**src/rtl/rf_arb_pkg.sv**
```systemverilog
// Shared constants, FSM encoding and counter helper for the register-file write arbiter.
package rf_arb_pkg;

    localparam int REG_ADDR_W = 5;
    localparam int REG_DATA_W = 32;
    localparam logic [REG_ADDR_W-1:0] ZERO_REG = 5'd0;
    localparam int CNT_W = 16;

    typedef enum logic {
        IDLE  = 1'b0,
        WRITE = 1'b1
    } wr_state_e;

    function automatic logic [CNT_W-1:0] sat_inc(input logic [CNT_W-1:0] v);
        return (v == 16'hFFFF) ? v : v + 16'd1;
    endfunction

endpackage

```
**src/rtl/rr_picker.sv**
```systemverilog
// Combinational round-robin picker: first valid index after ptr_i, nothing while hold_i.
module rr_picker
    import rf_arb_pkg::*;
#(
    parameter int NUM_REQ = 2,
    parameter int IDX_W   = $clog2(NUM_REQ)
) (
    input  logic [NUM_REQ-1:0] valid_i,
    input  logic [IDX_W-1:0]   ptr_i,
    input  logic               hold_i,
    output logic [NUM_REQ-1:0] grant_o,
    output logic [IDX_W-1:0]   idx_o
);

    // Scan ptr+1, ptr+2, ... (mod NUM_REQ) and take the first valid requester.
    always_comb begin
        int   cand;
        logic found;
        logic hit;
        grant_o = '0;
        idx_o   = '0;
        found   = 1'b0;
        hit     = 1'b0;
        cand    = 0;
        for (int k = 1; k <= NUM_REQ; k++) begin
            cand  = (int'(ptr_i) + k) % NUM_REQ;
            hit   = !hold_i && !found && valid_i[cand[IDX_W-1:0]];
            grant_o[cand[IDX_W-1:0]] = grant_o[cand[IDX_W-1:0]] | hit;
            idx_o = hit ? cand[IDX_W-1:0] : idx_o;
            found = found | hit;
        end
    end

endmodule

```
**src/rtl/rf_write_arbiter.sv**
```systemverilog
// Round-robin arbiter sharing the register-file write port; winner's write is registered.
// Define RF_ARB_STATS_EN to add per-requester saturating accept counters (grant_cnt).
module rf_write_arbiter
    import rf_arb_pkg::*;
#(
    parameter int NUM_REQ = 2,
    parameter int ADDR_W  = REG_ADDR_W,
    parameter int DATA_W  = REG_DATA_W
) (
    input  logic                        clk,
    input  logic                        rst_n,
    input  logic [NUM_REQ-1:0]          req_valid,
    input  logic [NUM_REQ*ADDR_W-1:0]   req_addr,
    input  logic [NUM_REQ*DATA_W-1:0]   req_data,
    output logic [NUM_REQ-1:0]          req_ready,
    input  logic                        hold,
    output logic                        rf_we,
    output logic [ADDR_W-1:0]           rf_waddr,
    output logic [DATA_W-1:0]           rf_wdata,
`ifdef RF_ARB_STATS_EN
    output logic [NUM_REQ*CNT_W-1:0]    grant_cnt,
`endif
    output logic [$clog2(NUM_REQ)-1:0]  grant_idx
);

    localparam int IDX_W = $clog2(NUM_REQ);
    localparam logic [IDX_W-1:0] PTR_RST = IDX_W'(NUM_REQ - 1);

    wr_state_e          state_q;
    logic [IDX_W-1:0]   ptr_q;
    logic [IDX_W-1:0]   gidx_q;
    logic [ADDR_W-1:0]  waddr_q;
    logic [DATA_W-1:0]  wdata_q;

    logic [NUM_REQ-1:0] grant_s;
    logic [IDX_W-1:0]   idx_s;
    logic               accept_s;
    logic [ADDR_W-1:0]  win_addr_s;
    logic [DATA_W-1:0]  win_data_s;

    rr_picker #(
        .NUM_REQ (NUM_REQ),
        .IDX_W   (IDX_W)
    ) u_picker (
        .valid_i (req_valid),
        .ptr_i   (ptr_q),
        .hold_i  (hold),
        .grant_o (grant_s),
        .idx_o   (idx_s)
    );

    assign req_ready = grant_s;
    assign accept_s  = |grant_s;

    // One-hot mux of the winner's address and data.
    always_comb begin
        win_addr_s = '0;
        win_data_s = '0;
        for (int i = 0; i < NUM_REQ; i++) begin
            win_addr_s = win_addr_s | ({ADDR_W{grant_s[i]}} & req_addr[i*ADDR_W +: ADDR_W]);
            win_data_s = win_data_s | ({DATA_W{grant_s[i]}} & req_data[i*DATA_W +: DATA_W]);
        end
    end

    // Write FSM with pointer and output registers; r0 writes are consumed but never raise rf_we.
    always_ff @(posedge clk or negedge rst_n) begin
        if (!rst_n) begin
            state_q <= IDLE;
            ptr_q   <= PTR_RST;
            gidx_q  <= '0;
            waddr_q <= '0;
            wdata_q <= '0;
        end else begin
            if (accept_s) begin
                ptr_q   <= idx_s;
                gidx_q  <= idx_s;
                waddr_q <= win_addr_s;
                wdata_q <= win_data_s;
            end else begin
                ptr_q   <= ptr_q;
                gidx_q  <= gidx_q;
                waddr_q <= waddr_q;
                wdata_q <= wdata_q;
            end
            case (state_q)
                IDLE, WRITE: state_q <= (accept_s && (win_addr_s != ADDR_W'(ZERO_REG))) ? WRITE : IDLE;
                default:     state_q <= IDLE;
            endcase
        end
    end

    assign rf_we     = (state_q == WRITE);
    assign rf_waddr  = waddr_q;
    assign rf_wdata  = wdata_q;
    assign grant_idx = gidx_q;

`ifdef RF_ARB_STATS_EN
    logic [CNT_W-1:0] cnt_q [NUM_REQ];

    for (genvar g = 0; g < NUM_REQ; g++) begin : g_cnt
        // Saturating accept counter for requester g.
        always_ff @(posedge clk or negedge rst_n) begin
            if (!rst_n) begin
                cnt_q[g] <= '0;
            end else if (grant_s[g]) begin
                cnt_q[g] <= sat_inc(cnt_q[g]);
            end else begin
                cnt_q[g] <= cnt_q[g];
            end
        end
        assign grant_cnt[g*CNT_W +: CNT_W] = cnt_q[g];
    end
`endif

endmodule

```
**config.mk**
```make
export PLATFORM = sky130hd
export DESIGN_NAME = rf_write_arbiter
export DESIGN_NICKNAME = d
export VERILOG_FILES = /design/src/rtl/rf_arb_pkg.sv /design/src/rtl/rr_picker.sv /design/src/rtl/rf_write_arbiter.sv
export SDC_FILE = /design/constraint.sdc
export NUM_CORES = 1
export LEC_CHECK = 0
export BUFFER_PORTS_ARGS = -buffer_cell sky130_fd_sc_hd__buf_2
export CAP_MARGIN = 20
export CORE_MARGIN = 4
export CORE_UTILIZATION = 41
export CTS_CLUSTER_DIAMETER = 200
export DETAILED_ROUTE_END_ITERATION = 12
export PLACE_DENSITY_LB_ADDON = 0.05
export SYNTH_ARGS = -nofsm -noshare
export SYNTH_HDL_FRONTEND = slang
export SYNTH_SLANG_ARGS = --single-unit
```
**constraint.sdc**
```tcl
create_clock -name clk -period 2.1 [get_ports clk]
set_input_delay 0.21 -clock clk [delete_from_list [all_inputs] [get_ports clk]]
set_output_delay 0.21 -clock clk [all_outputs]
set_load 0.01 [all_outputs]
```
Yosys cells after proc, flatten, opt, wreduce, memory -nomap -nowiden
Index checks and enable logic that the tools add are counted.
W data, S select, Z words.
- output and inout bits: 41
- word-level logic and storage cells: 45
- memories: 0
- latch bits: 0
- memory bits (read-only): 0
- input bits: 79
- memory bits (writable): 0
- register bits after elaboration: 40
- reduce and logical (&&, ||, !) cells: 10
- order comparisons: 4
- equality and inequality tests: 0
- div/mod/pow operators: 0
- bitwise logic cells: 9
- shifts and indexed selects: 0
- multiply operators: 0
- muxes and demuxes: 15
- add/subtract/negate cells: 2
- operators by type and width (operator ; number):
    $and A32 B32 Y32 ; 2
    $or A32 B32 Y32 ; 1
    $mux W1 ; 12
    $and A5 B5 Y5 ; 2
    $logic_and A1 B1 Y1 ; 6
    $or A5 B5 Y5 ; 1
    $reduce_bool A5 Y1 ; 1
    $lt A1 B2 Y1 const B ; 2
    $add A1 B1 Y1 const B ; 2
    $and A2 B2 Y2 ; 1
    $bwmux W2 ; 1
    $demux W1 S1 ; 2
    $ge A1 B1 Y1 const B ; 2
    $logic_not A1 Y1 ; 2
    $or A1 B1 Y1 ; 2
    $reduce_or A2 Y1 ; 1

Depth between registers and ports, before layout
Gate-level depths: netlist (run 1).
- word-level depth: 15
- gate-level depth with buffers: 7

Cells and area by module
From an unflattened synthesis (run 1), not the netlist that was laid out.
- cell total of the unflattened synthesis: 179
- area total of the unflattened synthesis: 1699.1 µm²
- modules (own cells, without submodules) (module ; cells each ; times used ; area an instance (µm²)):
    rf_write_arbiter ; 174 ; 1 ; 1666.6
    rr_picker ; 5 ; 1 ; 32.5

Worst setup path before layout (run 1)
Ideal clock, no wire load.
- path type: register -> register
- start: reg ptr_q
- end: reg state_q, in the netlist rf_we
- path buffers: 0
- period minus slack after synthesis: 1.480 ns
- cell stages (with the launch flop): 5
- data arrival time: 1.341 ns
- setup slack: 0.620 ns
- cells stage by stage: dfstp_2 > a21boi_2 > a32oi_1 > a21oi_1 > or4_1
- longest elaborated chain between the ends: 15
- elaborated cells on any way between the ends: 33
- classes of those cells: add/sub: 2; order compare: 4; mux: 12; bitwise: 6; reduce/logical: 9
- RTL lines (what ; line ; text):
    start, declared ; rf_write_arbiter.sv:30 ; logic [IDX_W-1:0] ptr_q;
    start signal, assigned ; rf_write_arbiter.sv:75 ; ptr_q <= idx_s;
    start signal, assigned ; rf_write_arbiter.sv:80 ; ptr_q <= ptr_q;
    $add A1 B1 Y1 ; rr_picker.sv:26 ; cand = (int'(ptr_i) + k) % NUM_REQ;
    $lt A1 B2 Y1 (implied by the code), or another cell as far along ; rr_picker.sv:28 ; grant_o[cand[IDX_W-1:0]] = grant_o[cand[IDX_W-1:0]] | hit;
    $logic_and A1 B1 Y1 (implied by the code) / $mux W1 (equally long branches) ; rr_picker.sv:28, rr_picker.sv:27 ;
    $mux W1 (implied by the code) / $logic_and A1 B1 Y1 (equally long branches) ; rr_picker.sv:28, rr_picker.sv:27 ;
    $demux W1 S1 / $or A1 B1 Y1 (equally long branches) ; - ;
    $and A2 B2 Y2 (no line) ; - ;
    $mux W1 (implied by the code) (2 in a row) ; rr_picker.sv:28 ;
    $or A1 B1 Y1 ; rr_picker.sv:28 ;
    $bwmux W2 * ; rr_picker.sv:28 ;
    $and A5 B5 Y5 ; rf_write_arbiter.sv:60 ; win_addr_s = win_addr_s | ({ADDR_W{grant_s[i]}} & req_addr[i*ADDR_W +: ADDR_W]);
    $or A5 B5 Y5 ; rf_write_arbiter.sv:60 ;
    $reduce_bool A5 Y1 ; rf_write_arbiter.sv:86 ; IDLE, WRITE: state_q <= (accept_s && (win_addr_s != ADDR_W'(ZERO_REG))) ? WRITE : IDLE;
    $logic_and A1 B1 Y1 * ; rf_write_arbiter.sv:86 ;
    $mux W1 * ; rf_write_arbiter.sv:86 ;
    end signal, assigned ; rf_write_arbiter.sv:86 ;
    end, declared ; rf_write_arbiter.sv:29 ; wr_state_e state_q;
Mark *: on every way between the ends. The rest lies on a longest branch, timed or not. The select of a mux whose other input is x is not followed.
A chain may end at the register's enable or synchronous reset.

Worst setup path in the final report (run 1)
- start: reg ptr_q
- end: out req_ready[1]
- longest elaborated chain between the ends: 10
- elaborated cells on any way between the ends: 26
- classes of those cells: add/sub: 2; order compare: 4; mux: 11; bitwise: 3; reduce/logical: 6
- RTL lines (what ; line ; text):
    $add A1 B1 Y1 ; rr_picker.sv:26 ;
    $lt A1 B2 Y1 (implied by the code), or another cell as far along ; rr_picker.sv:28 ;
    $logic_and A1 B1 Y1 (implied by the code) / $mux W1 (equally long branches) ; rr_picker.sv:28, rr_picker.sv:27 ;
    $mux W1 (implied by the code) / $logic_and A1 B1 Y1 (equally long branches) ; rr_picker.sv:28, rr_picker.sv:27 ;
    $demux W1 S1 / $or A1 B1 Y1 (equally long branches) ; - ;
    $and A2 B2 Y2 (no line) ; - ;
    $mux W1 (implied by the code) (2 in a row) ; rr_picker.sv:28 ;
    $or A1 B1 Y1 ; rr_picker.sv:28 ;
    $bwmux W2 * ; rr_picker.sv:28 ;
    end, declared ; rf_write_arbiter.sv:15 ; output logic [NUM_REQ-1:0] req_ready,
Marks and branches as above.

==> results of run 1 <==
==> registers in the layout (all words and copies together) (netlist names) <==
name,flops
rf_waddr,5
ptr_q,1
grant_idx,1
rf_wdata,32
rf_we,1
==> worst max-delay path: cells and delay by family, from the launching register on <==
kind,cells,cell delay (ps)
buf+inv,2,450
flops,1,380
simple gates,1,220
compound gates,1,250
==> per-layer routing <==
layer / routed length [um] / track usage, % / part of all wire (%) / vias up
met3: 480 / 4.65 / 9.7 / 8
met5: 0 / 0 / 0 / -
met1: 2000 / 22.7 / 41 / 832
met4: 63 / 8.45 / 1.3 / 0
met2: 2390 / 30.1 / 48 / 86
li1: - / - / - / 849
==> logic make-up (layout without fill, tap and decap cells) <==
| logic type | count (synthesis) | count (layout) |
|---|---|---|
| compound gates | 48 | 48 |
| simple gates | 73 | 73 |
| flops | 40 | 40 |
| buf+inv | 14 | 136 |
==> power by group <==
part / switching (mW) / internal [mW]
registers: 0.0647 / 0.896
clock network: 0.260 / 0.262
logic: 0.268 / 0.237
total: 0.592 / 1.40
==> repair_timing <==
action                                  4_1_cts  5_1_grt
buffers inserted                              0        0
hold endpoints to repair                     20        0
endpoints found under the setup margin        0        0
hold buffers                                  1        0
==> worst min path at each step <==
stage / to / slack, ps / depth (start not counted)
final: rf_wdata[2] / 100 / 3
after global routing: rf_wdata[11] / 100 / 3
after CTS: rf_wdata[25] / 100 / 3
after detailed placement: rf_wdata[27] / 180 / 1
after global placement: rf_wdata[27] / 190 / 1
after floorplan: grant_idx / -90 / 0
==> synthesized netlist by cell type (all sizes together) (2+ instances only) <==
cell type and n:
nand2 66, nor2 3, clkbuf 5, o21ai 4
a32oi 5, inv 2, a21o 3, a22oi 32
o21bai 2, dfrtp 39, buf 7
==> per-stage QoR <==
step | cell area, um2 | hold slack (ps) | total power [mW] | util [%]
after CTS | 2480 | 96.8 | 2.01 | 61.2
after detailed placement | 2380 | 183 | 1.49 | 58.7
after global routing | 2480 | 95.5 | 2.11 | 61.2
after floorplan | 1750 | -85.6 | 1.23 | -
after global placement | 2380 | 189 | 1.48 | 58.7
final | 2480 | 99.4 | 1.99 | 61.2
==> final cells by class <==
class	count	area (um2)	share of cell area, %
Clock inverter	2	10.0	0.403
Sequential cell	40	1000	40.3
Tap cell	50	62.6	2.52
Multi-Input combinational cell	121	669	26.9
Clock buffer	6	82.6	3.32
Timing Repair Buffer	126	651	26.2
Inverter	2	7.51	0.302
==> key figures, run 1 <==
Status
  – Status: completed

Clocking
  – Clock tree sinks: 40
  – Post-CTS Resized: 0
  – Skew-Pair Late Insertion Delay: 290 ps
  – CTS tree: yes
  – # H-tree levels: 2
  – Clock Path Buffers: 2
  – Worst-path clk slew: 70 ps
  – TritonCTS buffer count: 5
  – Root Buffer: clkbuf_8

Placement
  – Port bufs: 119
  – Post-DP HPWL: 3.61 mm
  – Placement Setup Slack: 551 ps
  – Placed cells: 338
  – RePlAce Congestion: 0.834

Synthesis
  – Largest area contributor in the synthesized netlist: dfrtp_1
  – Post-Synth Adder-Cell Area: 0%
  – Async SR Flop Fraction: 100%
  – Synth Flop Type: dfrtp_1
  – Seq cells post-synth: 40
  – Post-synthesis sequential area ratio: 57.3%
  – Largest family of logic cells by synthesized area: compound AO/OA/AOI/OAI gates
  – Syn Nets: 254
  – Compound-Gate Fraction of Synth Area: 20.7%
  – Synth cell types: 21
  – Synth warn: 0
  – Mux share of post-synthesis cell area: 0%
  – Post-synth top area share: 55.8%
  – Post-Syn Area: 1750 um2
  – Post-synth EDFFs: 0
  – Simple-gate share of the synthesized area: 17.1%
  – Xor/xnor share of the synthesized area: 0%
  – Synth area leaders: dfrtp_1 (56%), nand2_1 (14%), a22oi_1 (14%)
  – Mapped Avg Cell Area: 9.99 um2
  – Post-synthesis instance total: 175

Final layout
  – Final non-filler cell total: 347
  – Area Overhead vs Synth: 42.2%
  – Nets: 375
  – Most common cell after layout, fill and taps aside: buf_2
  – Layout cells sized above 1: 46.8%
  – Ant diodes: 0
  – Fillers: 392
  – Most frequent cells in the layout: buf_2 (119), nand2_1 (66), dfrtp_1 (39)

Timing
  – Slew @ Worst Pin: 462 ps
  – FMAX: 553 MHz
  – Shortest period the worst path allows: 1810 ps
  – RSZ-0062 raised after global routing: no
  – Worst setup margin: 292 ps
  – Final setup viols: 0
  – Worst clock skew: 2.63 ps
  – Crit share post-route: 86.1%
  – Sum Neg Setup Slack: 0 ps
  – Hold Fails Final Rpt: 0
  – Slew margin rel.: 69.2%
  – Max Slew Vio Count: 0

Floorplan
  – Die width: 73.3 um
  – Core area: 4060 um2
  – Die Area: 5370 um2
  – Initial Utilization: 43.1%
  – Die height: 73.3 um
  – IO Count: 120
  – Row count: 23

Power
  – Leak pwr: 1.41 nW
  – Power density cells: 800 nW/um2
  – Max IR drop VDD: 0.000520 V

Critical path
  – Cells on worst reg2reg path: 4
  – Crit path max-delay cell type: dfstp_2
  – Worst setup startpoint: ptr_q
  – Crit path cell chain: a21boi_2 -> nor2b_2 -> buf_4 -> buf_2
  – Critical path endpoint: req_ready[1]
  – Required time of the critical path: 1890 ps
  – R2r startpoint: ptr_q
  – CP Launch Type: flip-flop
  – R2r endpoint: rf_we
  – Arr. time, crit path: 1600 ps
  – Reg2reg setup slack: 530 ps
  – CP max stage delay: 380 ps
  – CP Class: flip-flop to primary output
  – Critical path peak fanout: 22
  – Setup crit end kind: primary output

Global routing
  – First-pass GRT wire length: 7.53 mm
  – Initial antenna violation count: 0
  – Largest net degree at the start of global routing: 38
  – Vias in the first global route: 1698
  – Global route overflow: 0
  – Gr usage total: 18.3%

Route
  – Via count: 1775
  – DRT iter0 DRCs: 133
  – Antenna-violating nets left: 0
  – Detailed Routing Iterations Pass 1: 4
  – DRC viols: 0
  – Via-to-Cell Ratio: 5.12
  – WL/cell: 14.2 um
  – Total Routed Length: 4.94 mm

Hold path
  – Hold WC Path Type: input pin to flip-flop
  – Hold wc startpoint: req_data[2]

Job
  – Max-cap violations: 0
Note: power is estimated with default switching activity, not from simulation.
==> run 2: changes to the inputs <==
--- a/config.mk
+++ b/config.mk
@@ -7,6 +7,7 @@
 export LEC_CHECK = 0
 export BUFFER_PORTS_ARGS = -buffer_cell sky130_fd_sc_hd__buf_2
 export CAP_MARGIN = 20
+export CORE_ASPECT_RATIO = 2
 export CORE_MARGIN = 4
 export CORE_UTILIZATION = 41
 export CTS_CLUSTER_DIAMETER = 200
==> run 2 against run 1 <==
Sequential cell count stayed put. Core utilization is 1.6 points lower. Setup slack better by 66 ps. Critical path depth stayed put. Fmax is 3.8% higher. Via count is 2.9% lower. Clock skew is 4.3 ps higher. Count of clock-buffer cells in the layout stayed put. Register-to-register slack hardly changed. Sequential power hardly changed. Critical endpoint unchanged.
==> key figures, run 2 (synthesis gave the netlist of run 1 again) <==
Status
  – Status: completed (unchanged)

Placement
  – RePlAce Congestion: 0.749 (was 0.834)
  – Placement Setup Slack: 539 ps (was 551 ps)
  – Post-DP HPWL: 3.98 mm (was 3.61 mm)
  – Port bufs: 119 (unchanged)

Final layout
  – Max reg flops: 32 (unchanged)
  – Layout cells sized above 1: 46.4% (was 46.8%)
  – Most common cell after layout, fill and taps aside: buf_2 (unchanged)
  – Ant diodes: 0 (unchanged)
  – Area Overhead vs Synth: 40.9% (was 42.2%)
  – Most frequent cells in the layout: buf_2 (119), nand2_1 (66), dfrtp_1 (39) (unchanged)
  – Nets: 374 (was 375)
  – Fillers: 408 (was 392)

Critical path
  – Largest delay contributor family on the critical path: buffers and inverters (unchanged)
  – Setup crit end kind: primary output (unchanged)
  – Cells on worst reg2reg path: 4 (unchanged)
  – Critical path peak fanout: 19 (was 22)
  – Required time of the critical path: 1890 ps (about the same)
  – Crit path buffers/inverters: 2 (unchanged)
  – CP Class: flip-flop to primary output (unchanged)
  – Critical Path Stages: 4 (unchanged)
  – Crit path max-delay cell type: dfstp_2 (unchanged)
  – Crit path cell chain: a21boi_2 -> nor2b_2 -> buf_4 -> buf_2 (unchanged)
  – CP Launch Type: flip-flop (unchanged)
  – Arr. time, crit path: 1530 ps (was 1600 ps)
  – CP max stage delay: 380 ps (about the same)

Timing
  – Worst clock skew: 6.90 ps (was 2.63 ps)
  – Crit share post-route: 82.9% (was 86.1%)
  – Hold Fails Final Rpt: 0 (unchanged)
  – Slew @ Worst Pin: 900 ps (was 462 ps)
  – Worst setup margin: 358 ps (was 292 ps)
  – FMAX: 574 MHz (was 553 MHz)
  – RSZ-0062 raised after global routing: no (unchanged)
  – Slew margin rel.: 40.0% (was 69.2%)
  – Final setup viols: 0 (unchanged)
  – Max Slew Vio Count: 0 (unchanged)
  – Sum Neg Setup Slack: 0 ps (unchanged)
  – Shortest period the worst path allows: 1740 ps (was 1810 ps)

Global routing
  – Largest net degree at the start of global routing: 41 (was 38)
  – Gr usage total: 20.5% (was 18.3%)
  – Initial antenna violation count: 0 (unchanged)
  – Global route overflow: 0 (unchanged)
  – Vias in the first global route: 1758 (was 1698)
  – First-pass GRT wire length: 8.20 mm (was 7.53 mm)

Power
  – Combinational share of power: 25.9% (was 25.4%)
  – Leak pwr: 1.40 nW (was 1.41 nW)
  – Sw Share: 30.2% (was 29.8%)
  – Sequential power share: 49.4% (was 48.3%)
  – Power density cells: 791 nW/um2 (was 800 nW/um2)
  – Pwr Total: 1.95 mW (was 1.99 mW)
  – Clock share of power: 24.7% (was 26.2%)
  – Max IR drop VDD: 0.000527 V (was 0.000520 V)
  – Internal: 1.36 mW (was 1.40 mW)
  – Switching power of the nets: 0.589 mW (was 0.592 mW)

Clocking
  – Post-CTS Resized: 0 (unchanged)
  – CTS tree: yes (unchanged)
  – Cts-stage hold buffer count: 0 (was 1)
  – Root Buffer: clkbuf_8 (unchanged)
  – Clock Path Buffers: 2 (unchanged)
  – Skew-Pair Late Insertion Delay: 290 ps (about the same)
  – TritonCTS buffer count: 5 (unchanged)
  – Worst-path clk slew: 80 ps (was 70 ps)
  – # H-tree levels: 2 (unchanged)
  – Post-CTS setup buffer count: 0 (unchanged)
  – Clock tree sinks: 40 (unchanged)

Route
  – Via count: 1724 (was 1775)
  – Detailed Routing Iterations Pass 1: 4 (unchanged)
  – DRT iter0 DRCs: 24 (was 133)
  – DRC viols: 0 (unchanged)
  – WL/cell: 14.9 um (was 14.2 um)
  – Antenna-violating nets left: 0 (unchanged)
  – Total Routed Length: 5.16 mm (was 4.94 mm)
  – Via-to-Cell Ratio: 4.97 (was 5.12)

Floorplan
  – Row count: 33 (was 23)
  – IO Count: 120 (unchanged)
  – Die width: 54.2 um (was 73.3 um)
  – Die Area: 5440 um2 (was 5370 um2)
  – Core area: 4130 um2 (was 4060 um2)
  – Die height: 100 um (was 73.3 um)
  – Initial Utilization: 42.3% (was 43.1%)

Job
  – Max-cap violations: 0 (unchanged)

Hold path
  – Hold WC Path Type: input pin to async pin (was input pin to flip-flop)
==> run 2: path summary, 6_finish.rpt <==
kind,start,slack [ps],endpoint
max in group asynchronous,rst_n,1480,rf_wdata[29]
min,rst_n,40,rf_waddr[4]
max,ptr_q,360,req_ready[1]
min reg2reg,rf_waddr[2],480,rf_waddr[2]
max reg2reg,ptr_q,530,rf_we
min in group clk,req_data[4],110,rf_wdata[4]
==> run 2: per-stage QoR <==
step | cells | util, % | hold WS [ps] | area, um2
floorplan | 175 | - | -85.6 | 1750
global placement | 340 | 57.8 | 386 | 2380
detailed placement | 340 | 57.8 | 388 | 2380
CTS | 347 | 59.6 | 71.0 | 2460
global route | 347 | 59.6 | 103 | 2460
finish | 347 | 59.6 | 40.9 | 2460
==> run 2: power groups by stage <==
stage          sequential [mW]  clock (mW)  combinational (mW)
6_report                 0.962       0.481               0.505
5_1_grt                  0.975       0.522               0.570
4_1_cts                  0.963       0.497               0.516
3_5_place_dp             0.975           0               0.516
3_3_place_gp             0.975           0               0.508
2_1_floorplan             1.03           0               0.195
==> run 2: area by class of cell <==
class	instances	area [um2]	share of cell area (%)
clock buffers	6	72.6	2.95
clock inverters	1	5.00	0.203
inverters	2	7.51	0.305
multi-input cells	121	669	27.2
flip-flops and latches	40	1000	40.7
well taps	52	65.1	2.64
repair buffers	125	641	26.0
==> run 2: per-layer routing <==
layer  vias to the layer above  wire length [um]  GRT usage, %
met5                         -                 0             0
met4                         0                91          7.29
met3                         8               388          3.86
met2                        82              2860          35.6
met1                       784              1820          23.8
li1                        850                 -             -
